[src/rtl/exception_arbiter_pkg.sv]
// Shared cause codes, CP0 SR field positions, record/state types and the EPC helper
// for the exception arbiter.
package exception_arbiter_pkg;

  localparam int CAUSE_W = 5;

  localparam logic [CAUSE_W-1:0] CAUSE_INT  = 5'd0;
  localparam logic [CAUSE_W-1:0] CAUSE_ADEL = 5'd4;
  localparam logic [CAUSE_W-1:0] CAUSE_ADES = 5'd5;
  localparam logic [CAUSE_W-1:0] CAUSE_RI   = 5'd10;
  localparam logic [CAUSE_W-1:0] CAUSE_OV   = 5'd12;
  localparam logic [CAUSE_W-1:0] CAUSE_ERET = 5'd31;

  localparam int SR_IE    = 0;
  localparam int SR_EXL   = 1;
  localparam int SR_IM_LO = 10;
  localparam int SR_IM_HI = 15;

  typedef enum logic {
    ST_IDLE,
    ST_FLUSH
  } arb_state_e;

  typedef struct packed {
    logic               valid;
    logic [CAUSE_W-1:0] cause;
  } exc_rec_t;

  // A delay-slot instruction reports the PC of its branch so the branch is re-executed.
  function automatic logic [31:0] epc_calc(input logic [31:0] pc, input logic bd);
    return bd ? (pc - 32'd4) : pc;
  endfunction

endpackage

[src/rtl/exception_arbiter_if.sv]
// Pipeline/CP0 signal bundle around the exception arbiter; master is the arbiter side.
interface exception_arbiter_if;
  logic        stall;
  logic        F_exc, D_exc, E_exc, M_exc;
  logic [4:0]  F_cause, D_cause, E_cause, M_cause;
  logic        M_valid;
  logic        M_eret;
  logic [31:0] M_pc;
  logic        M_bd;
  logic [5:0]  hwInt;
  logic [31:0] cp0_sr;
  logic        isException;
  logic [4:0]  exceptionCause;
  logic [31:0] exceptionPC;
  logic        exceptionBD;
  logic        flush;

  modport master (
    input  stall,
    input  F_exc, D_exc, E_exc, M_exc,
    input  F_cause, D_cause, E_cause, M_cause,
    input  M_valid, M_eret, M_pc, M_bd,
    input  hwInt, cp0_sr,
    output isException, exceptionCause, exceptionPC, exceptionBD, flush
  );

  modport slave (
    output stall,
    output F_exc, D_exc, E_exc, M_exc,
    output F_cause, D_cause, E_cause, M_cause,
    output M_valid, M_eret, M_pc, M_bd,
    output hwInt, cp0_sr,
    input  isException, exceptionCause, exceptionPC, exceptionBD, flush
  );
endinterface

[src/rtl/exception_arbiter_int_sync.sv]
// Multi-flop synchronizer bringing the asynchronous hardware interrupt lines into clk.
module exception_arbiter_int_sync #(
  parameter int SYNC_STAGES = 2,
  parameter int W           = 6
) (
  input  logic         clk,
  input  logic         reset,
  input  logic [W-1:0] async_i,
  output logic [W-1:0] sync_o
);

  logic [W-1:0] sync_q [SYNC_STAGES];

  always_ff @(posedge clk) begin
    if (reset) begin
      for (int i = 0; i < SYNC_STAGES; i++) sync_q[i] <= '0;
    end else begin
      sync_q[0] <= async_i;
      for (int i = 1; i < SYNC_STAGES; i++) sync_q[i] <= sync_q[i-1];
    end
  end

  assign sync_o = sync_q[SYNC_STAGES-1];

endmodule

[src/rtl/exception_arbiter.sv]
// Carries the oldest exception per instruction down to M, merges interrupts and ERET,
// and commits at most one event per flush window to CP0.
module exception_arbiter
  import exception_arbiter_pkg::*;
#(
  parameter int FLUSH_CYCLES = 1,
  parameter int SYNC_STAGES  = 2
) (
  input logic                 clk,
  input logic                 reset,
  exception_arbiter_if.master bus
);

  localparam int CNT_W = (FLUSH_CYCLES > 1) ? $clog2(FLUSH_CYCLES) : 1;
  localparam logic [CNT_W-1:0] CNT_LOAD = CNT_W'(FLUSH_CYCLES - 1);

  arb_state_e         state_q, state_d;
  logic [CNT_W-1:0]   cnt_q, cnt_d;
  exc_rec_t           d_rec_q, e_rec_q, m_rec_q;
  exc_rec_t           d_rec_d, e_rec_d, m_rec_d;
  exc_rec_t           m_cand;
  logic [5:0]         hw_sync;
  logic               int_pend;
  logic               commit;
  logic               isexc_q, isexc_d;
  logic [CAUSE_W-1:0] cause_q, cause_d;
  logic [31:0]        pc_q, pc_d;
  logic               bd_q, bd_d;

  exception_arbiter_int_sync #(
    .SYNC_STAGES (SYNC_STAGES),
    .W           (6)
  ) u_int_sync (
    .clk     (clk),
    .reset   (reset),
    .async_i (bus.hwInt),
    .sync_o  (hw_sync)
  );

  assign int_pend = (|(hw_sync & bus.cp0_sr[SR_IM_HI:SR_IM_LO]))
                    & bus.cp0_sr[SR_IE] & ~bus.cp0_sr[SR_EXL];

  assign m_cand = m_rec_q.valid ? m_rec_q : '{valid: bus.M_exc, cause: bus.M_cause};

  // Record pipeline: an older record always overrides a newer detection for the same instruction.
  always_comb begin
    d_rec_d = d_rec_q;
    e_rec_d = e_rec_q;
    m_rec_d = m_rec_q;
    if (commit || (state_q == ST_FLUSH)) begin
      d_rec_d.valid = 1'b0;
      e_rec_d.valid = 1'b0;
      m_rec_d.valid = 1'b0;
    end else if (!bus.stall) begin
      d_rec_d = '{valid: bus.F_exc, cause: bus.F_cause};
      e_rec_d = d_rec_q.valid ? d_rec_q : '{valid: bus.D_exc, cause: bus.D_cause};
      m_rec_d = e_rec_q.valid ? e_rec_q : '{valid: bus.E_exc, cause: bus.E_cause};
    end
  end

  always_ff @(posedge clk) begin
    d_rec_q <= d_rec_d;
    e_rec_q <= e_rec_d;
    m_rec_q <= m_rec_d;
    if (reset) begin
      d_rec_q.valid <= 1'b0;
      e_rec_q.valid <= 1'b0;
      m_rec_q.valid <= 1'b0;
    end
  end

  // Commit decision and flush window; stall is deliberately not consulted here.
  always_comb begin
    state_d = state_q;
    cnt_d   = cnt_q;
    commit  = 1'b0;
    cause_d = cause_q;
    pc_d    = pc_q;
    bd_d    = bd_q;
    unique case (state_q)
      ST_IDLE: begin
        if (bus.M_valid && (int_pend || m_cand.valid || bus.M_eret)) begin
          commit  = 1'b1;
          state_d = ST_FLUSH;
          cnt_d   = CNT_LOAD;
          if (int_pend) begin
            cause_d = CAUSE_INT;
            pc_d    = epc_calc(bus.M_pc, bus.M_bd);
            bd_d    = bus.M_bd;
          end else if (m_cand.valid) begin
            cause_d = m_cand.cause;
            pc_d    = epc_calc(bus.M_pc, bus.M_bd);
            bd_d    = bus.M_bd;
          end else begin
            cause_d = CAUSE_ERET;
            pc_d    = bus.M_pc;
            bd_d    = 1'b0;
          end
        end
      end
      ST_FLUSH: begin
        if (cnt_q == '0) state_d = ST_IDLE;
        else             cnt_d   = cnt_q - 1'b1;
      end
      default: state_d = ST_IDLE;
    endcase
    isexc_d = commit;
  end

  always_ff @(posedge clk) begin
    if (reset) begin
      state_q <= ST_IDLE;
      cnt_q   <= '0;
      isexc_q <= 1'b0;
      cause_q <= '0;
      pc_q    <= '0;
      bd_q    <= 1'b0;
    end else begin
      state_q <= state_d;
      cnt_q   <= cnt_d;
      isexc_q <= isexc_d;
      cause_q <= cause_d;
      pc_q    <= pc_d;
      bd_q    <= bd_d;
    end
  end

  assign bus.isException    = isexc_q;
  assign bus.exceptionCause = cause_q;
  assign bus.exceptionPC    = pc_q;
  assign bus.exceptionBD    = bd_q;
  assign bus.flush          = (state_q == ST_FLUSH);

endmodule

[src/flat_wrapper.sv]
// flat-port wrapper written by rule: the top's interface ports become plain ports
module exception_arbiter_flat import exception_arbiter_pkg::*;
#(
  parameter int FLUSH_CYCLES = 1,
  parameter int SYNC_STAGES  = 2
)
  (clk, reset, bus_stall, bus_F_exc, bus_D_exc, bus_E_exc, bus_M_exc, bus_F_cause, bus_D_cause, bus_E_cause, bus_M_cause, bus_M_valid, bus_M_eret, bus_M_pc, bus_M_bd, bus_hwInt, bus_cp0_sr, bus_isException, bus_exceptionCause, bus_exceptionPC, bus_exceptionBD, bus_flush);
  exception_arbiter_if bus_i ();
  input logic clk;
  input logic reset;
  input wire logic [$bits(bus_i.stall)-1:0] bus_stall;
  input wire logic [$bits(bus_i.F_exc)-1:0] bus_F_exc;
  input wire logic [$bits(bus_i.D_exc)-1:0] bus_D_exc;
  input wire logic [$bits(bus_i.E_exc)-1:0] bus_E_exc;
  input wire logic [$bits(bus_i.M_exc)-1:0] bus_M_exc;
  input wire logic [$bits(bus_i.F_cause)-1:0] bus_F_cause;
  input wire logic [$bits(bus_i.D_cause)-1:0] bus_D_cause;
  input wire logic [$bits(bus_i.E_cause)-1:0] bus_E_cause;
  input wire logic [$bits(bus_i.M_cause)-1:0] bus_M_cause;
  input wire logic [$bits(bus_i.M_valid)-1:0] bus_M_valid;
  input wire logic [$bits(bus_i.M_eret)-1:0] bus_M_eret;
  input wire logic [$bits(bus_i.M_pc)-1:0] bus_M_pc;
  input wire logic [$bits(bus_i.M_bd)-1:0] bus_M_bd;
  input wire logic [$bits(bus_i.hwInt)-1:0] bus_hwInt;
  input wire logic [$bits(bus_i.cp0_sr)-1:0] bus_cp0_sr;
  output wire logic [$bits(bus_i.isException)-1:0] bus_isException;
  output wire logic [$bits(bus_i.exceptionCause)-1:0] bus_exceptionCause;
  output wire logic [$bits(bus_i.exceptionPC)-1:0] bus_exceptionPC;
  output wire logic [$bits(bus_i.exceptionBD)-1:0] bus_exceptionBD;
  output wire logic [$bits(bus_i.flush)-1:0] bus_flush;
  assign bus_i.stall = bus_stall;
  assign bus_i.F_exc = bus_F_exc;
  assign bus_i.D_exc = bus_D_exc;
  assign bus_i.E_exc = bus_E_exc;
  assign bus_i.M_exc = bus_M_exc;
  assign bus_i.F_cause = bus_F_cause;
  assign bus_i.D_cause = bus_D_cause;
  assign bus_i.E_cause = bus_E_cause;
  assign bus_i.M_cause = bus_M_cause;
  assign bus_i.M_valid = bus_M_valid;
  assign bus_i.M_eret = bus_M_eret;
  assign bus_i.M_pc = bus_M_pc;
  assign bus_i.M_bd = bus_M_bd;
  assign bus_i.hwInt = bus_hwInt;
  assign bus_i.cp0_sr = bus_cp0_sr;
  assign bus_isException = bus_i.isException;
  assign bus_exceptionCause = bus_i.exceptionCause;
  assign bus_exceptionPC = bus_i.exceptionPC;
  assign bus_exceptionBD = bus_i.exceptionBD;
  assign bus_flush = bus_i.flush;
  exception_arbiter #(.FLUSH_CYCLES(FLUSH_CYCLES), .SYNC_STAGES(SYNC_STAGES)) u_core (.clk(clk), .reset(reset), .bus(bus_i));
endmodule
[config.mk]
export PLATFORM = sky130hd
export DESIGN_NAME = exception_arbiter_flat
export DESIGN_NICKNAME = d
export VERILOG_FILES = /design/src/rtl/exception_arbiter_pkg.sv /design/src/rtl/exception_arbiter_if.sv /design/src/rtl/exception_arbiter_int_sync.sv /design/src/rtl/exception_arbiter.sv /design/src/flat_wrapper.sv
export SDC_FILE = /design/constraint.sdc
export NUM_CORES = 1
export LEC_CHECK = 0
export BUFFER_PORTS_ARGS = -buffer_cell sky130_fd_sc_hd__buf_2
export CORE_ASPECT_RATIO = 1.1
export CORE_UTILIZATION = 42
export CTS_CLUSTER_SIZE = 25
export DETAILED_ROUTE_END_ITERATION = 6
export GPL_TIMING_DRIVEN = 0
export HOLD_SLACK_MARGIN = 0.08
export PLACE_DENSITY_LB_ADDON = 0.25
export SYNTH_ARGS = -nofsm -noshare
export SYNTH_HDL_FRONTEND = slang
export SYNTH_HIERARCHICAL = 1
export SYNTH_SLANG_ARGS = --single-unit
[constraint.sdc]
create_clock -name clk -period 4.1 [get_ports clk]
set_input_delay 0.82 -clock clk [delete_from_list [all_inputs] [get_ports clk]]
set_output_delay 0.82 -clock clk [all_outputs]
set_load 0.02 [all_outputs]
* Word level (Yosys, flattened, before mapping)
Memories as Yosys holds them, arrays and structs flattened.
Index checks and enable logic that the tools add are counted.
** Storage, ports and cells
- Word-level logic and storage cells :: 55
- Register bits :: 59
- Bits in writable memories :: 12
- Bits of input ports :: 100
- Memories :: 1
- Bits in latches :: 0
- ROM bits :: 0
- Output and inout port bits :: 40
** Cells by class
- Divide/modulo/power cells :: 0
- $lt $le $gt $ge :: 0
- Bitwise logic cells :: 9
- Eq/ne operators :: 1
- Shift-type cells :: 0
- Muxes and demuxes :: 22
- Reductions and logical operators :: 8
- Add/sub/neg operators :: 2
- $mul :: 0
** Memories
- u_core.u_int_sync.sync_q :: words 2, bits a word 6, rd ports 2, clocked after memory_dff 0, wr ports 2, RTL line exception_arbiter_int_sync.sv:12 : logic [W-1:0] sync_q [SYNC_STAGES];
** Operator list (number)
- 32-bit two-way mux :: 3
- 32-bit by 3-bit subtractor with 32-bit output (second input constant) :: 1
- 6-bit two-way mux :: 5
- 1-bit two-way mux :: 10
- 5-bit two-way mux :: 2
- 6-bit bitwise AND :: 1
- 6-bit OR reduction :: 1
- 1-bit NOT :: 4
- 1-bit one-hot mux with 2 select lines :: 2
- 2-bit AND reduction :: 2
- 1-bit logical OR :: 3
- 1-bit bitwise AND :: 2
- 2-bit by 1-bit inequality test with 1-bit output (second input constant) :: 1
- 1-bit OR :: 2
- 2-bit OR reduction :: 1
- 1-bit logical AND :: 1
- 1-bit subtractor (second input constant) :: 1

* Longest topological paths before layout
- Depth in word-level cells :: 12
- Mapped depth :: 8
- Gate-level depth less buffers :: 7

* Cells and area by module
Netlist, hierarchy kept.
** Modules (own cells, without submodules)
- exception_arbiter :: times used 1, area each 3133.0 µm², cells an instance 311, seq. area each 1291.2 µm²
- exception_arbiter_int_sync :: times used 1, area each 411.6 µm², cells an instance 31, seq. area each 240.2 µm²

* Worst setup path after synthesis
No wires, ideal clock.
- Path kind :: input to register
- Start :: input bus_cp0_sr[13]
- End :: register u_core/d_rec_q[0] (netlist name) (enable)
- Stages :: 6
- Arrival time :: 3.012 ns
- Path buffers :: 2
- Path slack :: 0.682 ns
- Library setup time :: 0.406 ns
- Required time :: 3.694 ns
- Cell sequence :: a22oi_1 > a31o_2 > buf_2 > buf_2 > a21boi_0 > nor3_1
** On the way
- Cells in the longest elaborated chain, start to end :: 12
** Ends and longest elaborated chain
- start: declaration :: RTL line flat_wrapper.sv:25 : input wire logic [$bits(bus_i.cp0_sr)-1:0] bus_cp0_sr;
- 6-bit bitwise AND :: RTL line exception_arbiter.sv:40 : assign int_pend = (|(hw_sync & bus.cp0_sr[SR_IM_HI:SR_IM_LO]))
- 6-bit OR reduction :: RTL line exception_arbiter.sv:40
- 1-bit bitwise AND (2 in a row) :: RTL line exception_arbiter.sv:41 : & bus.cp0_sr[SR_IE] & ~bus.cp0_sr[SR_EXL];
- 1-bit logical OR (2 in a row) :: RTL line exception_arbiter.sv:82 : if (bus.M_valid && (int_pend || m_cand.valid || bus.M_eret)) begin
- 1-bit logical AND :: RTL line exception_arbiter.sv:82
- 1-bit two-way mux :: RTL line exception_arbiter.sv:82
- 1-bit two-way mux :: RTL line exception_arbiter.sv:80 : unique case (state_q)
- 1-bit logical OR :: RTL line exception_arbiter.sv:50 : if (commit || (state_q == ST_FLUSH)) begin
- 1-bit NOT (no source line)
- 2-bit AND reduction (no source line)
- end signal: assignment :: RTL line exception_arbiter.sv:62 : d_rec_q <= d_rec_d;
- end: declaration :: RTL line exception_arbiter.sv:19 : exc_rec_t d_rec_q, e_rec_q, m_rec_q;
No other way between the ends.
A chain may end at the register's enable or synchronous reset.

* Final worst setup path
- Start :: input bus_cp0_sr[10]
- End :: register u_core/d_rec_q[0] (netlist name) (enable)
Same word-level chain as after synthesis.

==> impl_metrics.py <==
metrics = {
    "status": {
        "outcome": "complete, no violations",
    },
    "yosys": {
        "ys_seq_area_share_pct": 43.21,
        "muxShareOfSynthArea_pct": 3.459,
        "ys.flop_type": "dfxtp_1",
        "ys_ff_latch": 69,
        "synth_xor_area_share_pct": 6.424,
        "synth_cell_type_count": 56,
        "syn_area_um2": 3545,
        "async_flop_share_pct": 0,
        "ys_warn_count": 6,
        "synthCells": 342,
        "synth_top_area_cell": "dfxtp_1",
        "yosys.area.top_type_share_pct": 30.50,
        "synth_fp_nets": 443,
        "synth_common_cells": "dfxtp_1, nor2_1, a211oi_1, xnor2_1, nand2_1",
        "yosys.area_share.simple_pct": 19.73,
        "syn_avg_cell_area_um2": 10.36,
        "synth_most_common_cell": "dfxtp_1",
        "synth_compound_gate_area_share_pct": 21.99,
        "synth_edf_count": 15,
        "synth_area_leaders": "dfxtp_1, edfxtp_1, xnor2_1, a211oi_1, a2111oi_2",
        "synth_top_family_by_area": "compound AO/OA/AOI/OAI gates",
        "synth-adder-area-share_pct": 0.3530,
    },
    "floorplan": {
        "die_area_um2": 8811,
        "core_area_um2": 8040,
        "die_width_um": 89.59,
        "initial_core_util_pct": 44.09,
        "rows": 34,
        "die_h_um": 98.35,
        "pin_count": 140,
    },
    "cts": {
        "post_cts_buffers": 0,
        "ctsResizeCount": 0,
        "cts.sinks": 69,
        "worst_skew_pair.late_latency_ns": 0.34,
        "postCtsHoldBufs": 0,
        "clk_pin_slew_ns": 0.07,
        "cts_inserted_buffers": 9,
        "root_buffer": "clkbuf_8",
        "cts_max_path_buffers": 2,
        "cts_tree": "built",
        "htree_levels": 3,
    },
    "drt": {
        "routed_wl_mm": 8.145,
        "drt_iter0_markers": 124,
        "first_pass_iters": 4,
        "wl_per_cell_um": 13.99,
        "antenna_left": 0,
        "vias_per_cell": 5.129,
        "drc": 0,
        "vias": 2985,
    },
    "cells_and_area": {
        "postLayoutCellArea_um2": 4469,
        "antenna_cells": 0,
        "drive_gt1_share_pct": 43.04,
        "area_delta_synth_final_pct": 26.09,
        "nets": 570,
        "fillers": 779,
    },
    "worst_setup_path": {
        "crit_top_cell": "buf_2",
        "rrSetupSlack_ns": 1.33,
        "cp_max_fo": 10,
        "crit_type": "primary input to register",
        "cp_data_arrival_time_ns": 2.98,
        "crit_chain": "buf_2, a22oi_1, a31o_2, buf_2, buf_2, a21boi_0, nor3_2, buf_6",
        "cp_slowest_cell": "nor3_2",
        "cp-end-kind": "register",
        "crit_path_max_incr_delay_ns": 0.43,
        "start_kind": "primary input",
        "cp.required_ns": 4.16,
    },
    "grt": {
        "grt_max_degree": 14,
        "grt_pass1_vias": 2877,
        "grt_use_total_pct": 19.82,
        "gr-total-overflow": 0,
        "antenna_found_initial": 0,
        "grt_pass1_wl_mm": 13.38,
    },
    "place": {
        "post_dp_cell_area_um2": 4272,
        "dp_hpwl_mm": 6.424,
        "port_buffers": 115,
        "gp_congestion": 0.8617,
        "post-place-ws_ns": 0.7986,
    },
    "timing": {
        "worst_slew_pin_slew_ns": 0.7986,
        "setup_viol": 0,
        "fmax_mhz": 342.0,
        "finClkSkew_ns": 0.006617,
        "setup_tns_ns": 0,
        "finalMaxSlewViolations": 0,
        "finalCritPeriodShare_pct": 71.32,
        "min_period_ns": 2.924,
        "slew_headroom_pct": 46.27,
        "rsz0062_at_grt": "no",
        "setup_slack_ns": 1.176,
        "holdWs_ns": 0.4466,
        "final-hold-violation-count": 0,
    },
    "pwr": {
        "peakVddDrop_mv": 0.2496,
        "p_per_area_nw_per_um2": 361.9,
        "p_leak_nw": 1.739,
        "power_mw": 1.617,
    },
    "flow_run": {
        "cap_viol_max_count": 0,
    },
    "hold_path": {
        "hold_path.class": "register to register",
    },
}
metal layers:
| metal | vias up | global-route usage, % | share of wire [%] |
|---|---|---|---|
| met4 | 0 | 7.326 | 1.4 |
| met2 | 93 | 32.93 | 49 |
| met5 | - | 0 | 0 |
| met3 | 8 | 5.241 | 7.4 |
| met1 | 1383 | 24.19 | 42 |
| li1 | 1501 | - | - |
layout make-up:
type / instances / area (um^2) / share of cell area (%)
timing repair buffer: 116 / 586.8 / 13.13
clock buffer: 9 / 123.9 / 2.772
buffer: 30 / 156.4 / 3.499
inverter: 4 / 15.01 / 0.3359
tap: 108 / 135.1 / 3.024
clock inverter: 7 / 73.82 / 1.652
multi-input combinational: 239 / 1847 / 41.32
sequential: 69 / 1531 / 34.27
registers in the layout, indices dropped and copies added (netlist names):
name	flops
u_core/bus.exceptionPC	32
u_core/u_int_sync/sync_q	12
u_core/d_rec_q	6
u_core/e_rec_q	6
u_core/m_rec_q	6
u_core/bus.exceptionCause	5
u_core/bus.exceptionBD	1
u_core/bus.flush	1
report_power, final:
| group | internal, mW | leakage, nW | switching, mW |
|---|---|---|---|
| registers | 0.743 | 0.587 | 0.0197 |
| clock network | 0.283 | 0.0996 | 0.271 |
| logic | 0.120 | 1.05 | 0.181 |
| total | 1.15 | 1.74 | 0.472 |
cell families after synthesis:
group           after synthesis
mux                          11
flops                        69
buf+inv                      34
fa+ha+maj                     1
simple gates                118
xor+xnor                     26
compound gates               83
metrics by stage:
stage	util (%)	std cells
after floorplan	-	342
after global routing	55.59	582
after CTS	55.59	582
after global placement	52.93	565
after detailed placement	53.13	566
final	55.59	582
worst max-delay path, delay by kind of cell:
| kind | cells | cell delay, ns |
|---|---|---|
| buffers and inverters | 4 | 0.94 |
| AOI/OAI and AO/OA | 3 | 0.77 |
| and+or+nand+nor | 1 | 0.43 |
cell usage in the layout, fill, tap and decap left out, types with 3 or more instances in the layout:
cell type,Yosys,layout
a2111oi_2,12,12
a2111oi_4,3,3
a211oi_1,25,25
a211oi_2,6,6
a21o_1,3,3
a21oi_1,13,13
a22oi_1,3,3
buf_2,5,120
buf_4,8,8
clkbuf_1,15,15
clkbuf_8,0,9
dfxtp_1,54,54
edfxtp_1,15,15
inv_1,4,4
mux2_2,10,10
nand2_1,20,20
nand2b_1,7,7
nand3_1,6,6
nand4_1,5,5
nor2_1,37,37
nor2b_2,8,8
nor3_1,5,4
nor4_1,4,4
o2111ai_1,5,5
xnor2_1,25,25
path summary, 6_finish.rpt:
check,from,to,cells past startpoint
hold / removal,u_core/u_int_sync/sync_q[0][1],u_core/u_int_sync/sync_q[0][7],1
setup reg to reg,u_core/u_int_sync/sync_q[0][6],u_core/d_rec_q[0],8
setup / recovery,bus_cp0_sr[10],u_core/d_rec_q[0],8
hold reg to reg,u_core/u_int_sync/sync_q[0][1],u_core/u_int_sync/sync_q[0][7],1
Power figures use the tool's default switching activity.
